==> src/rtl/ps2_rx_fifo_if.sv <==
// Consumer-side handshake of the PS/2 receive FIFO: show-ahead head byte,
// non-empty flag, fill level and pop request.
interface ps2_rx_fifo_if #(
  parameter int DEPTH_LOG2 = 3
);
  logic [7:0]          o_data;
  logic                o_valid;
  logic [DEPTH_LOG2:0] o_count;
  logic                i_ready;

  modport master (output o_data, output o_valid, output o_count, input i_ready);
  modport slave  (input o_data, input o_valid, input o_count, output i_ready);
endinterface

==> src/rtl/ps2_rx_fifo.sv <==
// PS/2 device-to-host frame receiver (start, 8 data LSB first, odd parity, stop)
// feeding a small show-ahead byte FIFO with sticky error flags.
module ps2_rx_fifo #(
  parameter int DEPTH_LOG2  = 3,
  parameter int FILTER_LEN  = 4,
  parameter int TIMEOUT_CYC = 20000,
  parameter int OVERWRITE   = 0
) (
  input  logic          i_clk,
  input  logic          i_clr_n,
  input  logic          i_ps2_clk,
  input  logic          i_ps2_data,
  input  logic          i_err_clr,
  ps2_rx_fifo_if.master bus,
  output logic          o_overflow,
  output logic          o_parity_err,
  output logic          o_frame_err
);
  localparam int DEPTH = 1 << DEPTH_LOG2;
  localparam int FW    = $clog2(FILTER_LEN);
  localparam int TW    = $clog2(TIMEOUT_CYC + 1);
  localparam logic [DEPTH_LOG2:0] FULL_CNT = (DEPTH_LOG2 + 1)'(DEPTH);

  typedef enum logic [1:0] {IDLE, DATA, PARITY, STOP} state_t;

  // bit 0 carries the PS/2 clock, bit 1 the PS/2 data; both idle high
  logic [1:0]    meta_reg, sync_reg;
  logic          filt_reg, filt_prev_reg;
  logic [FW-1:0] filt_cnt_reg;
  logic          strobe;

  always_ff @(posedge i_clk or negedge i_clr_n) begin
    if (!i_clr_n) begin
      meta_reg      <= 2'b11;
      sync_reg      <= 2'b11;
      filt_reg      <= 1'b1;
      filt_prev_reg <= 1'b1;
      filt_cnt_reg  <= '0;
    end else begin
      meta_reg      <= {i_ps2_data, i_ps2_clk};
      sync_reg      <= meta_reg;
      filt_prev_reg <= filt_reg;
      if (sync_reg[0] == filt_reg) begin
        filt_cnt_reg <= '0;
      end else if (filt_cnt_reg == FW'(FILTER_LEN - 1)) begin
        filt_reg     <= sync_reg[0];
        filt_cnt_reg <= '0;
      end else begin
        filt_cnt_reg <= filt_cnt_reg + FW'(1);
      end
    end
  end

  assign strobe = filt_prev_reg & ~filt_reg;

  state_t        state_reg, state_next;
  logic [2:0]    bit_cnt_reg, bit_cnt_next;
  logic [7:0]    shift_reg, shift_next;
  logic          par_reg, par_next;
  logic [TW-1:0] to_cnt_reg, to_cnt_next;
  logic          push, par_evt, frm_evt;

  always_ff @(posedge i_clk or negedge i_clr_n) begin
    if (!i_clr_n) begin
      state_reg   <= IDLE;
      bit_cnt_reg <= '0;
      shift_reg   <= '0;
      par_reg     <= 1'b0;
      to_cnt_reg  <= '0;
    end else begin
      state_reg   <= state_next;
      bit_cnt_reg <= bit_cnt_next;
      shift_reg   <= shift_next;
      par_reg     <= par_next;
      to_cnt_reg  <= to_cnt_next;
    end
  end

  always_comb begin
    state_next   = state_reg;
    bit_cnt_next = bit_cnt_reg;
    shift_next   = shift_reg;
    par_next     = par_reg;
    to_cnt_next  = to_cnt_reg;
    push         = 1'b0;
    par_evt      = 1'b0;
    frm_evt      = 1'b0;
    case (state_reg)
      IDLE: begin
        to_cnt_next = '0;
        if (strobe && !sync_reg[1]) begin
          state_next   = DATA;
          bit_cnt_next = '0;
        end
      end
      DATA: if (strobe) begin
        shift_next   = {sync_reg[1], shift_reg[7:1]};
        bit_cnt_next = bit_cnt_reg + 3'd1;
        if (bit_cnt_reg == 3'd7) state_next = PARITY;
      end
      PARITY: if (strobe) begin
        par_next   = sync_reg[1];
        state_next = STOP;
      end
      STOP: if (strobe) begin
        // odd parity: data plus parity bit must hold an odd number of ones
        push       = sync_reg[1] & (^{shift_reg, par_reg});
        par_evt    = ~(^{shift_reg, par_reg});
        frm_evt    = ~sync_reg[1];
        state_next = IDLE;
      end
      default: state_next = IDLE;
    endcase
    if (state_reg != IDLE) begin
      if (strobe) begin
        to_cnt_next = '0;
      end else if (to_cnt_reg == TW'(TIMEOUT_CYC - 1)) begin
        state_next  = IDLE;
        frm_evt     = 1'b1;
        to_cnt_next = '0;
      end else begin
        to_cnt_next = to_cnt_reg + TW'(1);
      end
    end
  end

  logic [7:0]            mem [DEPTH];
  logic [DEPTH_LOG2-1:0] wr_ptr_reg, rd_ptr_reg;
  logic [DEPTH_LOG2:0]   count_reg;
  logic                  overflow_reg, parity_err_reg, frame_err_reg;
  logic                  pop, full, wr_en, drop_oldest;

  assign full        = (count_reg == FULL_CNT);
  assign pop         = bus.i_ready & bus.o_valid;
  assign drop_oldest = push & full & ~pop & (OVERWRITE != 0);
  assign wr_en       = push & (~full | pop | (OVERWRITE != 0));

  always_ff @(posedge i_clk) begin
    if (wr_en) mem[wr_ptr_reg] <= shift_reg;
  end

  always_ff @(posedge i_clk or negedge i_clr_n) begin
    if (!i_clr_n) begin
      wr_ptr_reg     <= '0;
      rd_ptr_reg     <= '0;
      count_reg      <= '0;
      overflow_reg   <= 1'b0;
      parity_err_reg <= 1'b0;
      frame_err_reg  <= 1'b0;
    end else begin
      if (wr_en) wr_ptr_reg <= wr_ptr_reg + 1'b1;
      if (pop || drop_oldest) rd_ptr_reg <= rd_ptr_reg + 1'b1;
      if (push && !full && !pop) count_reg <= count_reg + 1'b1;
      else if (pop && !push)     count_reg <= count_reg - 1'b1;
      // a new error event takes priority over a clear in the same cycle
      if (push && full && !pop) overflow_reg <= 1'b1;
      else if (i_err_clr)       overflow_reg <= 1'b0;
      if (par_evt)        parity_err_reg <= 1'b1;
      else if (i_err_clr) parity_err_reg <= 1'b0;
      if (frm_evt)        frame_err_reg <= 1'b1;
      else if (i_err_clr) frame_err_reg <= 1'b0;
    end
  end

  // shallow FIFO: asynchronous read of the head gives show-ahead data
  assign bus.o_data    = mem[rd_ptr_reg];
  assign bus.o_valid   = (count_reg != '0);
  assign bus.o_count   = count_reg;
  assign o_overflow    = overflow_reg;
  assign o_parity_err  = parity_err_reg;
  assign o_frame_err   = frame_err_reg;
endmodule
==> src/flat_wrapper.sv <==
// flat-port wrapper written by rule: the top's interface ports become plain ports
module ps2_rx_fifo_flat 
#(
  parameter int DEPTH_LOG2  = 3,
  parameter int FILTER_LEN  = 4,
  parameter int TIMEOUT_CYC = 20000,
  parameter int OVERWRITE   = 0
)
  (i_clk, i_clr_n, i_ps2_clk, i_ps2_data, i_err_clr, o_overflow, o_parity_err, o_frame_err, bus_o_data, bus_o_valid, bus_o_count, bus_i_ready);
  ps2_rx_fifo_if #(.DEPTH_LOG2(DEPTH_LOG2)) bus_i ();
  input  logic i_clk;
  input  logic i_clr_n;
  input  logic i_ps2_clk;
  input  logic i_ps2_data;
  input  logic i_err_clr;
  output logic o_overflow;
  output logic o_parity_err;
  output logic o_frame_err;
  output wire logic [$bits(bus_i.o_data)-1:0] bus_o_data;
  output wire logic [$bits(bus_i.o_valid)-1:0] bus_o_valid;
  output wire logic [$bits(bus_i.o_count)-1:0] bus_o_count;
  input wire logic [$bits(bus_i.i_ready)-1:0] bus_i_ready;
  assign bus_o_data = bus_i.o_data;
  assign bus_o_valid = bus_i.o_valid;
  assign bus_o_count = bus_i.o_count;
  assign bus_i.i_ready = bus_i_ready;
  ps2_rx_fifo #(.DEPTH_LOG2(DEPTH_LOG2), .FILTER_LEN(FILTER_LEN), .TIMEOUT_CYC(TIMEOUT_CYC), .OVERWRITE(OVERWRITE)) u_core (.i_clk(i_clk), .i_clr_n(i_clr_n), .i_ps2_clk(i_ps2_clk), .i_ps2_data(i_ps2_data), .i_err_clr(i_err_clr), .bus(bus_i), .o_overflow(o_overflow), .o_parity_err(o_parity_err), .o_frame_err(o_frame_err));
endmodule
==> config.mk <==
export PLATFORM = sky130hd
export DESIGN_NAME = ps2_rx_fifo_flat
export DESIGN_NICKNAME = d
export VERILOG_FILES = /design/src/rtl/ps2_rx_fifo_if.sv /design/src/rtl/ps2_rx_fifo.sv /design/src/flat_wrapper.sv
export SDC_FILE = /design/constraint.sdc
export NUM_CORES = 1
export LEC_CHECK = 0
export BUFFER_PORTS_ARGS = -buffer_cell sky130_fd_sc_hd__buf_2
export CAP_MARGIN = 30
export CORE_MARGIN = 2
export CORE_UTILIZATION = 60
export DETAILED_ROUTE_END_ITERATION = 12
export HOLD_SLACK_MARGIN = 0.12
export MAX_ROUTING_LAYER = met4
export PLACE_DENSITY = 0.86
export RECOVER_POWER = 50
export SLEW_MARGIN = 25
export SYNTH_ARGS = -nofsm -noshare
export SYNTH_HDL_FRONTEND = slang
export SYNTH_SLANG_ARGS = --single-unit
==> constraint.sdc <==
create_clock -name i_clk -period 6.1 [get_ports i_clk]
set_input_delay 0.61 -clock i_clk [delete_from_list [all_inputs] [get_ports i_clk]]
set_output_delay 0.61 -clock i_clk [all_outputs]
set_load 0.02 [all_outputs]
==> metrics.md <==
| Metric | Value |
|---|---|
| Yosys top cell by area | `edfxtp_1` |
| Die Wd | `93.6 um` |
| Post-Syn Area per Cell | `between 15 and 20 um^2` |
| Crit-path slowest cell | `dfrtp_1` |
| Yosys cell types | `47` |
| Die height | `~94 um` |
| NetSw | `0.000788 W` |
| Post-synth EDFFs | `64` |
| Grt ovf | `0` |
| DP Wirelength | `5170 um` |
| Clock network power share | `between 30% and 40%` |
| Net Sw Frac | `around 30%` |
| Setup_tns | `0 ps` |
| Routed wire length per instance | `18.4 um` |
| Sequential element share of the synthesized area | `between 60 and 70%` |
| Site Rows | `32` |
| Comb pwr share | `a little over a fifth` |
| WS Path Type | `flop to flop` |
| Top-area cell type share of the netlist area | `between 30% and 40%` |
| GPL Wtd Cong | `0.860` |
| Fmax | `306 MHz` |
| Clock H-tree levels | `4` |
| Critical Path Start Type | `flop` |
| Synth top area cells | `edfxtp_1 (40%), dfrtp_1 (23%), mux4_2 (7.5%)` |
| Worst vdd ir | `approximately 0.26 mV` |
| Via density | `5.70` |
| Slew margin rel. | `-72.0%` |
| Ports | `22` |
| Initial antenna violation count | `0` |
| Int Pwr | `~0.0018 W` |
| Most used DFF post-synth | `edfxtp_1` |
| Crit path DAT | `3670 ps` |
| CP required | `approximately 6500 ps` |
| CP max stage delay | `520 ps` |
| CTS sink cnt | `approximately 110` |
| Fraction of layout cells with a size suffix above 1 | `between 20% and 30%` |
| Final hold violations | `0` |
| GRT Total Usage | `22.9%` |
| Flop pwr share | `a little over two fifths` |
| First-pass GRT wire length | `~14,000 um` |
| DRC | `0` |
| Nets | `about 360` |
| FF+latch count, synth | `114` |
| Synth top cells by count | `edfxtp_1 (64), dfrtp_1 (44), nor2_1 (32), mux2_2 (20), mux4_2 (16)` |
| Max FFs per register | `64` |
| CP Cell Sequence | `xor3_1, or3_1, mux2i_4, o21ai_1, ha_1, a21o_1, a21oi_1, inv_1, o211ai_1, o21ai_0, a21o_1` |
| Tcrit/Tclk final | `around 54%` |
| Routed Antenna Nets | `0` |
| PD cells | `roughly 460 nW/um^2` |
| Post-synthesis cell count | `about 310` |
| Routed WL | `about 8400 um` |
| Root Driver | `clkbuf_8` |
| Final cell count without fillers | `between 400 and 500` |
| MaxCap Viol Count | `1` |
| Clock transition at the registers of the reported paths | `around 60 ps` |
| Largest net degree at the start of global routing | `between 50 and 60` |
| CTS Buf Count | `17` |
| CTS tree | `built` |
| N_diodes | `0` |
| Net count after synthesis | `326` |
| Cell Area, Synth | `~4800 um^2` |
| I/O Buffers | `21` |
| Placed instance count | `approximately 430` |
| Crit path time final | `3270 ps` |
| Clk buf depth | `2` |
| Starting Density | `62.0%` |
| Core outline area | `a little under 8000 um^2` |
| CP max FO | `11` |
| Status | `complete, but fails checks` |
| Yosys warning total | `0` |
| RSZ-0062 raised after global routing | `false` |
| # setup viols final | `0` |
| CP Capture Type | `flop` |
| Top-count cell post-synth | `edfxtp_1` |
| Iter 0 DRT Violations | `216` |
| Area delta synth->final | `16.4%` |
| Post-cts sizing count | `0` |
| Asr flop ratio synth | `approximately 44%` |
| Max-slew violation count | `between 50 and 60` |
| Worst Tran Pin Value | `around 2600 ps` |
| HP Class | `primary input to flop` |
| Failing checks | `max-capacitance violations, max-slew violations` |
| Vias | `about 2,600` |
| Clock skew | `between 10 and 15 ps` |
| CP most frequent cell | `a21o_1` |
| Vias in the first global route | `around 2,800` |
| Die area | `8760 um^2` |
| Cell leakage power | `2.18 nW` |
| Initial DRT Pass Iterations | `4` |
| Clk Latency, worst-skew pair | `just over 500 ps` |
[through the flow]
step	utilization, %	total power, W	area, um^2	worst slack [ps]	hold WS (ps)
after floorplan	-	0.00151	4820	3240	314
after global placement	64.5	0.00163	5010	3030	346
after detailed placement	64.5	0.00166	5010	2930	350
after CTS	72.2	0.00263	5610	2870	179
after global routing	72.2	0.00274	5610	2210	175
final	72.2	0.00261	5610	2830	198
[cell usage in the layout, fill, tap and decap left out, types with 2 or more instances in the layout]
| cell type | count |
|---|---|
| edfxtp_1 | 64 |
| dfrtp_1 | 43 |
| nor2_1 | 32 |
| mux2_2 | 20 |
| buf_2 | 20 |
| mux4_2 | 16 |
| clkbuf_16 | 16 |
| nand2_1 | 12 |
| xnor2_1 | 11 |
| xor2_1 | 11 |
| inv_1 | 8 |
| ha_1 | 8 |
| o21ai_0 | 7 |
| nand3_1 | 7 |
| inv_6 | 5 |
| clkinv_4 | 5 |
| dfstp_2 | 5 |
| nand2b_1 | 4 |
| and2_1 | 4 |
| or3_1 | 4 |
| a21oi_1 | 4 |
| a22o_1 | 4 |
| nor3_1 | 3 |
| nand4_1 | 3 |
| o21ai_1 | 3 |
| and3_1 | 2 |
| nand4b_1 | 2 |
| nor3_2 | 2 |
| a22oi_1 | 2 |
| a21o_1 | 2 |
| clkinvlp_4 | 2 |
| bufinv_16 | 2 |
[final cells by class]
cell class | count | area [um^2]
timing repair buffer | 22 | 114
sequential | 114 | 3180
clock inverter | 15 | 174
inverter | 8 | 30.0
clock buffer | 17 | 414
multi-input combinational | 180 | 1570
tap | 102 | 128
fill | 479 | 2160
[worst paths after layout]
| path | startpoint | end | slack, ps | cells after the start |
|---|---|---|---|---|
| min | i_ps2_data | u_core.meta_reg[1] | 200 | 1 |
| max reg2reg | u_core.shift_reg[6] | u_core.bus.o_count[3] | 2830 | 11 |
| min in group asynchronous | i_clr_n | u_core.to_cnt_reg[10] | 1450 | 2 |
| max in group asynchronous | i_clr_n | u_core.rd_ptr_reg[0] | 3000 | 2 |
| min reg2reg | u_core.meta_reg[0] | u_core.sync_reg[0] | 350 | 0 |
| max | u_core.shift_reg[6] | u_core.bus.o_count[3] | 2830 | 11 |
[metal layers]
metal / global-route usage, % / vias up / routed length (um)
li1: - / 1217 / -
met1: 25.4 / 1317 / 3300
met2: 39.1 / 69 / 4610
met3: 6.12 / 9 / 363
met5: - / - / 0
met4: 10.0 / 0 / 129
[critical path, delay by kind of cell (launching register included)]
family | cells | cell delay (ps)
compound gates | 6 | 1030
xor+xnor | 1 | 520
fa+ha+maj | 1 | 310
buf+inv | 1 | 100
flops | 1 | 520
mux | 1 | 310
simple gates | 1 | 370
[power by group through the flow]
stage	Combinational, W	Sequential (W)	Clock [W]
floorplan	0.000476	0.00103	0
global placement	0.000520	0.00111	0
detailed placement	0.000535	0.00112	0
CTS	0.000548	0.00111	0.000973
global route	0.000594	0.00113	0.00101
finish	0.000541	0.00111	0.000960
[kinds of logic (layout without fill, tap and decap cells)]
group / Yosys count / count (layout) / share of synthesized area (%)
flops: 114 / 114 / 66.0
simple gates: 83 / 83 / 8.75
mux: 38 / 38 / 12.9
compound gates: 26 / 26 / 3.45
xor+xnor: 24 / 24 / 4.96
buf+inv: 17 / 62 / 1.45
fa+ha+maj: 9 / 9 / 2.49
[timing repair]
action                                 4_1_cts  5_1_grt
setup buffers                                0        0
endpoints found under the hold margin        7        0
hold buffers                                 1        0
Power figures use the tool's default switching activity.
